### src/rtl/mem_port_arbiter.sv
// Two-port arbiter sharing one data-memory port between the instruction and data caches.
// Round-robin on conflict, one-cycle release gap after every grant, sticky timeout flag.
//
// state   | meaning
// IDLE    | no grant; arbitrate between asserted enables
// GRANT   | granted port drives the memory request, waits for mem_ack_i
// RELEASE | one-cycle gap, no grant, acks suppressed
module mem_port_arbiter #(
   parameter int TIMEOUT = 255
) (
   input  logic         clk_i,
   input  logic         rst_i,
   input  logic         m0_enable_i,
   input  logic         m0_write_i,
   input  logic [31:0]  m0_addr_i,
   input  logic [255:0] m0_data_i,
   output logic [255:0] m0_data_o,
   output logic         m0_ack_o,
   input  logic         m1_enable_i,
   input  logic         m1_write_i,
   input  logic [31:0]  m1_addr_i,
   input  logic [255:0] m1_data_i,
   output logic [255:0] m1_data_o,
   output logic         m1_ack_o,
   output logic         mem_enable_o,
   output logic         mem_write_o,
   output logic [31:0]  mem_addr_o,
   output logic [255:0] mem_data_o,
   input  logic [255:0] mem_data_i,
   input  logic         mem_ack_i,
   output logic [1:0]   gnt_o,
   output logic         err_o
);

   typedef enum logic [1:0] {IDLE, GRANT, RELEASE} state_t;

   localparam logic [7:0] TMO = 8'(TIMEOUT);

   state_t      state_q, state_d;
   logic [1:0]  gnt_q, gnt_d;
   logic        last_q, last_d;
   logic [7:0]  cnt_q, cnt_d;
   logic        err_q, err_d;

   logic sel1;
   logic in_grant;
   logic granted_en;

   assign sel1       = gnt_q[1];
   assign in_grant   = (state_q == GRANT);
   assign granted_en = sel1 ? m1_enable_i : m0_enable_i;

   always_comb begin
      state_d = state_q;
      gnt_d   = gnt_q;
      last_d  = last_q;
      cnt_d   = cnt_q;
      err_d   = err_q;
      case (state_q)
         IDLE: begin
            cnt_d = 8'd0;
            if (m0_enable_i && m1_enable_i) begin
               // last_q == 1 means port 1 was served last, so port 0 goes next
               gnt_d   = last_q ? 2'b01 : 2'b10;
               state_d = GRANT;
            end else if (m0_enable_i) begin
               gnt_d   = 2'b01;
               state_d = GRANT;
            end else if (m1_enable_i) begin
               gnt_d   = 2'b10;
               state_d = GRANT;
            end
         end
         GRANT: begin
            cnt_d = (cnt_q == TMO) ? cnt_q : cnt_q + 8'd1;
            if (cnt_d == TMO) err_d = 1'b1;
            if (mem_ack_i) begin
               state_d = RELEASE;
               gnt_d   = 2'b00;
               last_d  = sel1;
            end else if (!granted_en) begin
               state_d = RELEASE;
               gnt_d   = 2'b00;
            end
         end
         RELEASE: begin
            state_d = IDLE;
            gnt_d   = 2'b00;
            cnt_d   = 8'd0;
         end
         default: begin
            state_d = IDLE;
            gnt_d   = 2'b00;
            cnt_d   = 8'd0;
         end
      endcase
   end

   always_ff @(posedge clk_i or negedge rst_i) begin
      if (!rst_i) begin
         state_q <= IDLE;
         gnt_q   <= 2'b00;
         last_q  <= 1'b1;
         cnt_q   <= 8'd0;
         err_q   <= 1'b0;
      end else begin
         state_q <= state_d;
         gnt_q   <= gnt_d;
         last_q  <= last_d;
         cnt_q   <= cnt_d;
         err_q   <= err_d;
      end
   end

   // Request path is combinational from the granted port so latency stays at one cycle.
   assign mem_enable_o = in_grant & granted_en;
   assign mem_write_o  = sel1 ? m1_write_i : m0_write_i;
   assign mem_addr_o   = sel1 ? m1_addr_i  : m0_addr_i;
   assign mem_data_o   = sel1 ? m1_data_i  : m0_data_i;

   assign m0_data_o = mem_data_i;
   assign m1_data_o = mem_data_i;
   assign m0_ack_o  = in_grant & gnt_q[0] & mem_ack_i;
   assign m1_ack_o  = in_grant & gnt_q[1] & mem_ack_i;

   assign gnt_o = gnt_q;
   assign err_o = err_q;

endmodule

### config.mk
export PLATFORM = sky130hd
export DESIGN_NAME = mem_port_arbiter
export DESIGN_NICKNAME = d
export VERILOG_FILES = /design/src/rtl/mem_port_arbiter.sv
export SDC_FILE = /design/constraint.sdc
export NUM_CORES = 1
export LEC_CHECK = 0
export ABC_AREA = 1
export CORE_AREA = 2 2 643 645
export CTS_CLUSTER_DIAMETER = 200
export DETAILED_ROUTE_END_ITERATION = 16
export DIE_AREA = 0 0 645 647
export PLACE_DENSITY_LB_ADDON = 0.12
export RECOVER_POWER = 25
export REMOVE_ABC_BUFFERS = 1
export SYNTH_ARGS = -nofsm -noshare
export SYNTH_HDL_FRONTEND = slang
export SYNTH_SLANG_ARGS = --single-unit
### constraint.sdc
create_clock -name clk_i -period 1.93 [get_ports clk_i]
set_input_delay 0.579 -clock clk_i [delete_from_list [all_inputs] [get_ports clk_i]]
set_output_delay 0.579 -clock clk_i [all_outputs]
set_load 0.01 [all_outputs]
---- Word-level counts from Yosys, hierarchy flattened ----
Cells that the tools add are included.
operators by class
  muxes and demuxes ....................... 19
  reduce and logical (&&, ||, !) cells .... 5
  bitwise gates (word level) .............. 5
  eq/ne operators ......................... 5
  add/sub/neg operators ................... 1
operators by type and width
  cell                   number
  $mux W256              1
  $mux W32               1
  $mux W2                11
  $eq A8 B8 Y1 const B   2
  $mux W8                2
  $add A8 B1 Y8 const B  1
  $pmux W2 S2            2
  $reduce_and A2 Y1      3
  $and A1 B1 Y1          5
  $ne A4 B4 Y1 const B   1
  $ne A3 B3 Y1 const B   1
  $eq A2 B1 Y1 const B   1
  $logic_not A2 Y1       1
  $mux W1                2
  $logic_and A1 B1 Y1    1
storage, ports and cells
  logic and storage cells ................. 40
  input bits .............................. 839
  bits in registers ....................... 14
  output and inout port bits .............. 807

---- Depth between registers and ports, before layout ----
Gate-level depths: netlist of run 1.
  word-level depth ........................ 4
  gate-level depth with buffers ........... 11
  mapped depth without buffers ............ 11

---- Worst setup path after synthesis of run 1 ----
Ideal clock, no wire load.
  kind .................................... register to output
  from .................................... register gnt_q[1], in the netlist gnt_o[1]
  to ...................................... output mem_data_o[246]
  data arrival time ....................... 1.190 ns
  path slack .............................. 0.161 ns
  path buffers ............................ 2
  cell stages (with the launch flop) ...... 6
  data required time ...................... 1.351 ns
  cell sequence ........................... dfrtp_1 > inv_2 > clkbuf_1 > clkbuf_1 > nand2_1 > nand2_1
on the way
  cells in the longest elaborated chain, start to end .. 1
ends and longest elaborated chain
  what                    RTL line  RTL
  start, declared         40        logic [1:0] gnt_q, gnt_d;
  start signal, assigned  108       gnt_q <= gnt_d;
  $mux W256               119       assign mem_data_o = sel1 ? m1_data_i : m0_data_i;
  end, declared           28        output logic [255:0] mem_data_o,
Every way passes these cells.

---- Worst setup path after layout of run 1 ----
  from .................................... register gnt_q[1], in the netlist gnt_o[1]
  to ...................................... output mem_data_o[231]
Same word-level chain as after synthesis.

==> results of run 1 <==
==> final cells by class <==
type                            instances  share of cell area, %
Tap cell                             5474                   22.9
Clock buffer                            4                  0.297
Sequential cell                        14                   1.19
Timing Repair inverter                  2                  0.167
Inverter                               13                  0.251
Antenna cell                           12                  0.100
Timing Repair Buffer                 1154                   49.0
Multi-Input combinational cell        945                   26.1
==> sequential cells by signal (all words and copies together) (netlist names) <==
signal   count
cnt_q        8
err_o        1
gnt_o        2
last_q       1
state_q      2
==> cell families after synthesis <==
group,Yosys count
and+or+nand+nor,929
buffers and inverters,591
DFF,14
AOI/OAI and AO/OA,13
xor gates and xnor gates,2
adders and majority gates,1
==> where the power goes <==
group | switching, mW | total [mW] | leakage (nW) | internal, mW
combinational | 19.3 | 36.0 | 10.8 | 16.7
clock | 0.162 | 0.479 | 0.0442 | 0.316
sequential | 0.0787 | 0.450 | 0.183 | 0.372
total | 19.6 | 36.9 | 11.0 | 17.3
==> timing repair <==
item                       in CTS  in global routing
resized for setup            1292                588
setup buffers                 147                 49
pin swaps                     148                140
hold endpoints to repair        0                  0
gates cloned                   28                  4
setup endpoints to repair     294                297
==> critical path: stages (launching register included) <==
cell       delay (ns)
dfrtp_4          0.45
buf_12           0.18
clkinv_16        0.10
buf_12           0.15
buf_16           0.15
buf_12           0.14
buf_16           0.14
buf_12           0.12
nand2_4          0.05
nand2_4          0.08
buf_12           0.16
==> routing by layer <==
metal  global-route usage, %  vias up  share of wire, %
li1                        -     5297                 -
met1                    12.6     7155                26
met3                    24.6      186                30
met4                    2.87       71               2.1
met5                    17.9        -               2.7
met2                    24.4     2915                40
==> synth_stat cells <==
master / n / share of area [%]
xor2_1: 1 / 0.11
buf_2: 27 / 1.7
buf_6: 1 / 0.14
a21oi_1: 6 / 0.37
dfstp_2: 1 / 0.32
inv_1: 11 / 0.51
o31ai_1: 2 / 0.18
nand2_2: 3 / 0.23
dfrtp_1: 13 / 4.0
inv_2: 2 / 0.092
buf_4: 512 / 47
o21ai_1: 3 / 0.18
ha_1: 1 / 0.15
nor2_4: 2 / 0.28
nor2_1: 13 / 0.60
xnor2_1: 1 / 0.11
clkbuf_1: 37 / 1.7
buf_1: 1 / 0.046
o21bai_1: 1 / 0.092
a31oi_1: 1 / 0.077
nand3_1: 12 / 0.74
nand2_1: 898 / 41
and2_1: 1 / 0.077
==> path summary, 6_finish.rpt <==
kind | to | start | cells after the start | slack (ns)
hold / removal | err_o | err_o | 2 | 0.48
max in group asynchronous | cnt_q[2] | rst_i | 2 | 0.33
setup reg to reg | gnt_o[1] | gnt_o[1] | 9 | 0.12
hold reg to reg | err_o | err_o | 2 | 0.48
min in group asynchronous | state_q[0] | rst_i | 1 | 0.65
setup / recovery | mem_data_o[231] | gnt_o[1] | 10 | -0.65
==> key figures, run 1 <==
Power and ir drop
  • Max IR drop VDD: 366 uV
  • Total Power: approximately 37 mW
  • P per Cell Area: roughly 1200 nW/um^2
  • Pleak: around 11 nW

Place
  • Pre-CTS WS: -1.24 ns
  • Detailed Place HPWL: 338000 um
  • Dpl cells: ~7400
  • GP Congestion: about 1.1
  • Placed inst area: 22800 sq um
  • Port Buffer Count: 877

Clock tree
  • Clock Latency Late Sink: roughly 0.26 ns
  • Post-CTS Hold Fix Bufs: 0
  • CTS buffer count: 3
  • Clk sinks: 14
  • H-tree levels: 1
  • Reg clk slew, reported paths: 0.06 ns
  • Clock root cell: clkbuf_16
  • CTS Buffer Depth: 2
  • TritonCTS clock tree: yes

STA
  • Slew HR: slightly above 50%
  • Final number of max-transition violations: 0
  • Final hold vios: 0
  • Hold slack: between 0.4 and 0.5 ns
  • Slew at the pin closest to its max-slew limit: about 0.73 ns
  • Endpoints failing setup: between 200 and 300
  • Total Negative Setup Slacks: -141.17 ns
  • Tmin final: around 2.6 ns
  • Max Freq: around 0.39 GHz
  • Max Clock Skew: ~0.0047 ns
  • Final worst slack: -0.650 ns
  • Unrepaired setup endpoints after global routing: yes
  • Final period util: 134%

Die
  • Die extent in y: around 650 um
  • Cell Rows: about 240
  • Chip width: roughly 650 um
  • Starting density of the core: just under 2%
  • Full die area: between 400000 and 500000 sq um
  • I/O Pins: 1646
  • Core area: 411000 sq um

Global route
  • Vias in the first global route: between 10000 and 15000
  • Initial antenna violation count: 48
  • GRT Total Usage: 17.3%
  • First-pass GRT wire length: 408000 um
  • Total grt overflow: 0
  • Largest net degree at the start of global routing: 38

Synth
  • Simple-gate share of the synthesized area: between 40% and 50%
  • Area fraction in compound gates after synthesis: 0.904%
  • Combinational family with the most area after synthesis: buffers and inverters
  • Sequential area share after synthesis: under 10%
  • Syn Std Cell Area: around 8200 sq um
  • Post-synthesis mux area share: 0%
  • Post-synthesis instance total: approximately 1600
  • Post-Syn Area per Cell: 5.27 sq um
  • Library cells used by synthesis: 23
  • FF+latch count, synth: 14
  • Post-synthesis adder-cell area fraction: less than 1%
  • Synth warn: 0
  • Synth Area in XOR/XNOR: 0.215%

Layout
  • Util after Layout: 7.29%
  • Most common cell after layout, fill and taps aside: clkdlybuf4s50_1
  • Area grow syn2layout: 267%
  • Fillers: about 48000
  • Most frequent cells in the layout: 574 x clkdlybuf4s50_1, 334 x nand2_1, 317 x nand2_4
  • Multi-input logic area: 7810 sq um
  • Non-Filler Cell Area, Final: between 20000 and 30000 sq um
  • Layout Cells excl Fill: around 7600
  • Register area: 357 sq um
  • Layout cells sized above 1: 54.0%
  • Layout net count: ~3000

Worst setup path
  • Worst Path Required: 1.35 ns
  • Arrival time worst endpoint: 2.00 ns
  • Crit end category: output port
  • CP max FO: 6
  • Startpoint Class: flop
  • Critical path class: flop to output port

Drt
  • Vias: approximately 16000
  • DRT antenna net count: 0
  • WL final: between 300000 and 400000 um
  • Iter 0 DRT Violations: between 1500 and 2000
  • DR WL/cell: around 49 um
  • Avg Vias per Cell: just over 2
  • DR pass1 iterations: 5
  • Residual DRC: 0

Flow run
  • Max Cap Viol: 0

Run status
  • Failing checks: negative setup slack
  • Outcome: complete, but fails checks

Hold path
  • HP Class: flop to flop
(Power assumes the default switching activity.)
==> inputs of run 2 (changes only) <==
--- a/config.mk
+++ b/config.mk
@@ -5,11 +5,10 @@
 export SDC_FILE = /design/constraint.sdc
 export NUM_CORES = 1
 export LEC_CHECK = 0
-export ABC_AREA = 1
-export CORE_AREA = 2 2 643 645
+export CORE_AREA = 2 2 634 636
 export CTS_CLUSTER_DIAMETER = 200
 export DETAILED_ROUTE_END_ITERATION = 16
-export DIE_AREA = 0 0 645 647
+export DIE_AREA = 0 0 636 638
 export PLACE_DENSITY_LB_ADDON = 0.12
 export RECOVER_POWER = 25
 export REMOVE_ABC_BUFFERS = 1
==> run 2 against run 1 <==
  * The flow still finishes with violations (negative setup slack)
  * Critical path type unchanged
  * Die area decreased by 2.8%
  * Register-to-register slack got worse by 0.08 ns
  * Worst setup slack improved by 0.054 ns
  * Clock-buffer cell count unchanged
  * Sequential share of layout area increased by 0.36 points
  * Utilization decreased by 1.5 points
==> key figures, run 2 <==
STA
  • Hold slack: 0.460 ns (was 0.476 ns)
  • Slew HR: 39.3% (was 51.4%)
  • Final number of max-transition violations: 0 (unchanged)
  • Unrepaired setup endpoints after global routing: yes (unchanged)
  • Final worst slack: -0.596 ns (was -0.650 ns)
  • Final hold vios: 0 (unchanged)
  • Final period util: 131% (was 134%)
  • Slew at the pin closest to its max-slew limit: 0.911 ns (was 0.729 ns)
  • Endpoints failing setup: 292 (unchanged)
  • Tmin final: 2.53 ns (was 2.58 ns)
  • Max Freq: 0.396 GHz (was 0.388 GHz)
  • Max Clock Skew: 0.00287 ns (was 0.00474 ns)

Layout
  • Most common cell after layout, fill and taps aside: clkdlybuf4s50_1 (unchanged)
  • Area grow syn2layout: 186% (was 267%)
  • Reg with most FFs: cnt_q (unchanged)
  • Most frequent cells in the layout: 579 x clkdlybuf4s50_1, 174 x mux2_2, 167 x buf_6 (was 574 x clkdlybuf4s50_1, 334 x nand2_1, 317 x nand2_4)
  • Layout net count: 2210 (was 2973)
  • Max reg flops: 8 (unchanged)
  • Layout Cells excl Fill: 6653 (was 7618)
  • Layout cells sized above 1: 52.5% (was 54.0%)

Worst setup path
  • Worst Path Required: 1.35 ns (about the same)
  • CP most frequent cell: buf_12 (unchanged)
  • Startpoint Class: flop (unchanged)
  • Crit end category: output port (unchanged)
  • Worst path cell trace: buf_16, buf_12, buf_16, buf_12, mux2_4, buf_12 (was buf_12, clkinv_16, buf_12, buf_16, buf_12, buf_16, buf_12, nand2_4, nand2_4, buf_12)
  • Arrival time worst endpoint: 1.95 ns (was 2.00 ns)
  • Critical path class: flop to output port (unchanged)
  • Worst path slowest cell: dfrtp_4 (unchanged)
  • CP max FO: 7 (was 6)
  • Crit-path max cell delay: 0.53 ns (was 0.45 ns)

Place
  • GP Congestion: 1.15 (was 1.10)
  • Pre-CTS WS: -1.11 ns (was -1.24 ns)
  • Dpl cells: 6535 (was 7424)
  • Detailed Place HPWL: 348000 um (was 338000 um)
  • Port Buffer Count: 877 (unchanged)

Die
  • Core area: 399000 sq um (was 411000 sq um)
  • Die extent in y: 638 um (was 647 um)
  • Starting density of the core: 2.01% (was 1.99%)
  • Full die area: 406000 sq um (was 417000 sq um)
  • Chip width: 636 um (was 645 um)
  • Cell Rows: 232 (was 236)
  • I/O Pins: 1646 (unchanged)

Global route
  • Total grt overflow: 0 (unchanged)
  • Initial antenna violation count: 249 (was 48)
  • Vias in the first global route: 10200 (was 13700)
  • GRT Total Usage: 18.0% (was 17.3%)
  • First-pass GRT wire length: 406000 um (was 408000 um)
  • Largest net degree at the start of global routing: 17 (was 38)

Drt
  • DR pass1 iterations: 5 (unchanged)
  • Vias: 13000 (was 15600)
  • Iter 0 DRT Violations: 1341 (was 1644)
  • DRT antenna net count: 0 (unchanged)
  • Residual DRC: 0 (unchanged)
  • WL final: 379000 um (was 376000 um)
  • Avg Vias per Cell: 1.95 (was 2.05)
  • DR WL/cell: 57.0 um (was 49.4 um)

Clock tree
  • CTS buffer count: 3 (unchanged)
  • Clock Latency Late Sink: 0.25 ns (was 0.26 ns)
  • Reg clk slew, reported paths: 0.05 ns (was 0.06 ns)
  • Post-CTS Hold Fix Bufs: 0 (unchanged)
  • Clock root cell: clkbuf_16 (unchanged)
  • Clk sinks: 14 (unchanged)
  • CTS Buffer Depth: 2 (unchanged)
  • TritonCTS clock tree: yes (unchanged)
  • H-tree levels: 1 (unchanged)

Power and ir drop
  • P per Cell Area: 877 nW/um^2 (was 1230 nW/um^2)
  • Total Power: 20.1 mW (was 36.9 mW)
  • Max IR drop VDD: 497 uV (was 366 uV)
  • Pleak: 7.19 nW (was 11.0 nW)

Synth
  • Library cells used by synthesis: 37 (was 23)
  • Post-synthesis instance total: 908 (was 1550)
  • Syn Std Cell Area: 8000 sq um (was 8160 sq um)
  • Post-Syn Area per Cell: 8.81 sq um (was 5.27 sq um)
  • Share of the synthesized area in the top cell type: 48.2% (was 47.1%)
  • Synth warn: 0 (unchanged)
  • Async SR Flop Fraction: 100% (unchanged)
  • Number of flops mapped to enable cells by yosys: 0 (unchanged)
  • Most area-consuming cells after synthesis: buf_4 48%, mux2_2 41%, dfrtp_1 4.1%, buf_2 1.8%, a31oi_1 0.39% (was buf_4 47%, nand2_1 41%, dfrtp_1 4.0%, clkbuf_1 1.7%, buf_2 1.7%)
  • Synth cell count leaders: 513 x buf_4, 289 x mux2_2, 29 x buf_2, 13 x dfrtp_1 (was 898 x nand2_1, 512 x buf_4, 37 x clkbuf_1, 27 x buf_2)
  • FF+latch count, synth: 14 (unchanged)
  • Most frequent cell after synthesis: buf_4 (was nand2_1)
  • Main flop type after synthesis: dfrtp_1 (unchanged)
  • Sequential area share after synthesis: 4.40% (was 4.31%)
  • Synth area leader: buf_4 (unchanged)

Run status
  • Outcome: complete, but fails checks (unchanged)
  • Failing checks: negative setup slack (unchanged)

Hold path
  • HP Class: flop to flop (unchanged)

Flow run
  • Max Cap Viol: 0 (unchanged)
==> run 2: path summary, 6_finish.rpt <==
check | start | to | slack (ns) | cells after the start
worst max-delay path | gnt_o[1] | mem_data_o[142] | -0.60 | 6
worst min-delay path | err_o | err_o | 0.46 | 1
worst max register to register | gnt_o[1] | gnt_o[0] | 0.04 | 7
worst min register to register | err_o | err_o | 0.46 | 1
max in group asynchronous | rst_i | gnt_o[1] | 0.26 | 2
min in group asynchronous | rst_i | cnt_q[6] | 1.01 | 2
==> run 2: worst max-delay path, delay by kind of cell (launching register included) <==
| family | cells | cell delay (ns) |
|---|---|---|
| mux | 1 | 0.35 |
| flops | 1 | 0.53 |
| buf+inv | 5 | 0.76 |
==> run 2: what timing repair did <==
action,CTS,global route
gates resized for setup,828,152
cloned,18,1
setup buffers,73,14
setup endpoints to repair,293,296
==> run 2: metal layers <==
layer | track usage (%) | wire, um
met1 | 13.8 | 103000
met2 | 25.7 | 151000
met3 | 25.2 | 111000
met4 | 1.20 | 4890
met5 | 16.1 | 9310
==> run 2: through the flow <==
stage,cell area [sq um],util [%],TNS [ns]
after floorplan,3970,-,-1731.77
after detailed placement,20700,5.18,-111.71
after CTS,22600,5.66,-158.93
after global placement,20700,5.18,-114.30
final,22900,5.75,-127.90
after global routing,22900,5.74,-146.42
==> run 2: final cells by class <==
cell class | instances | area [sq um]
Timing Repair Buffer | 1004 | 11800
Multi-Input combinational cell | 345 | 4060
Sequential cell | 14 | 355
Fill cell | 46800 | 376000
Antenna cell | 19 | 47.5
Tap cell | 5265 | 6590
Inverter | 2 | 7.51
Clock buffer | 4 | 78.8
==> run 2: kinds of logic after synthesis <==
| group | synth area share, % |
|---|---|
| buffers and inverters | 50.4 |
| multiplexers | 41.1 |
| AND/OR/NAND/NOR | 2.08 |
| AO/OA/AOI/OAI | 1.55 |
| flip-flops | 4.40 |
| XOR/XNOR | 0.329 |
| adder cells (fa/ha/maj) | 0.156 |
==> run 2: report_power, final <==
| group | internal, mW | total (mW) | switching (mW) |
|---|---|---|---|
| clock | 0.281 | 0.420 | 0.140 |
| sequential | 0.371 | 0.460 | 0.0884 |
| combinational | 10.4 | 19.2 | 8.81 |
| total | 11.0 | 20.1 | 9.04 |
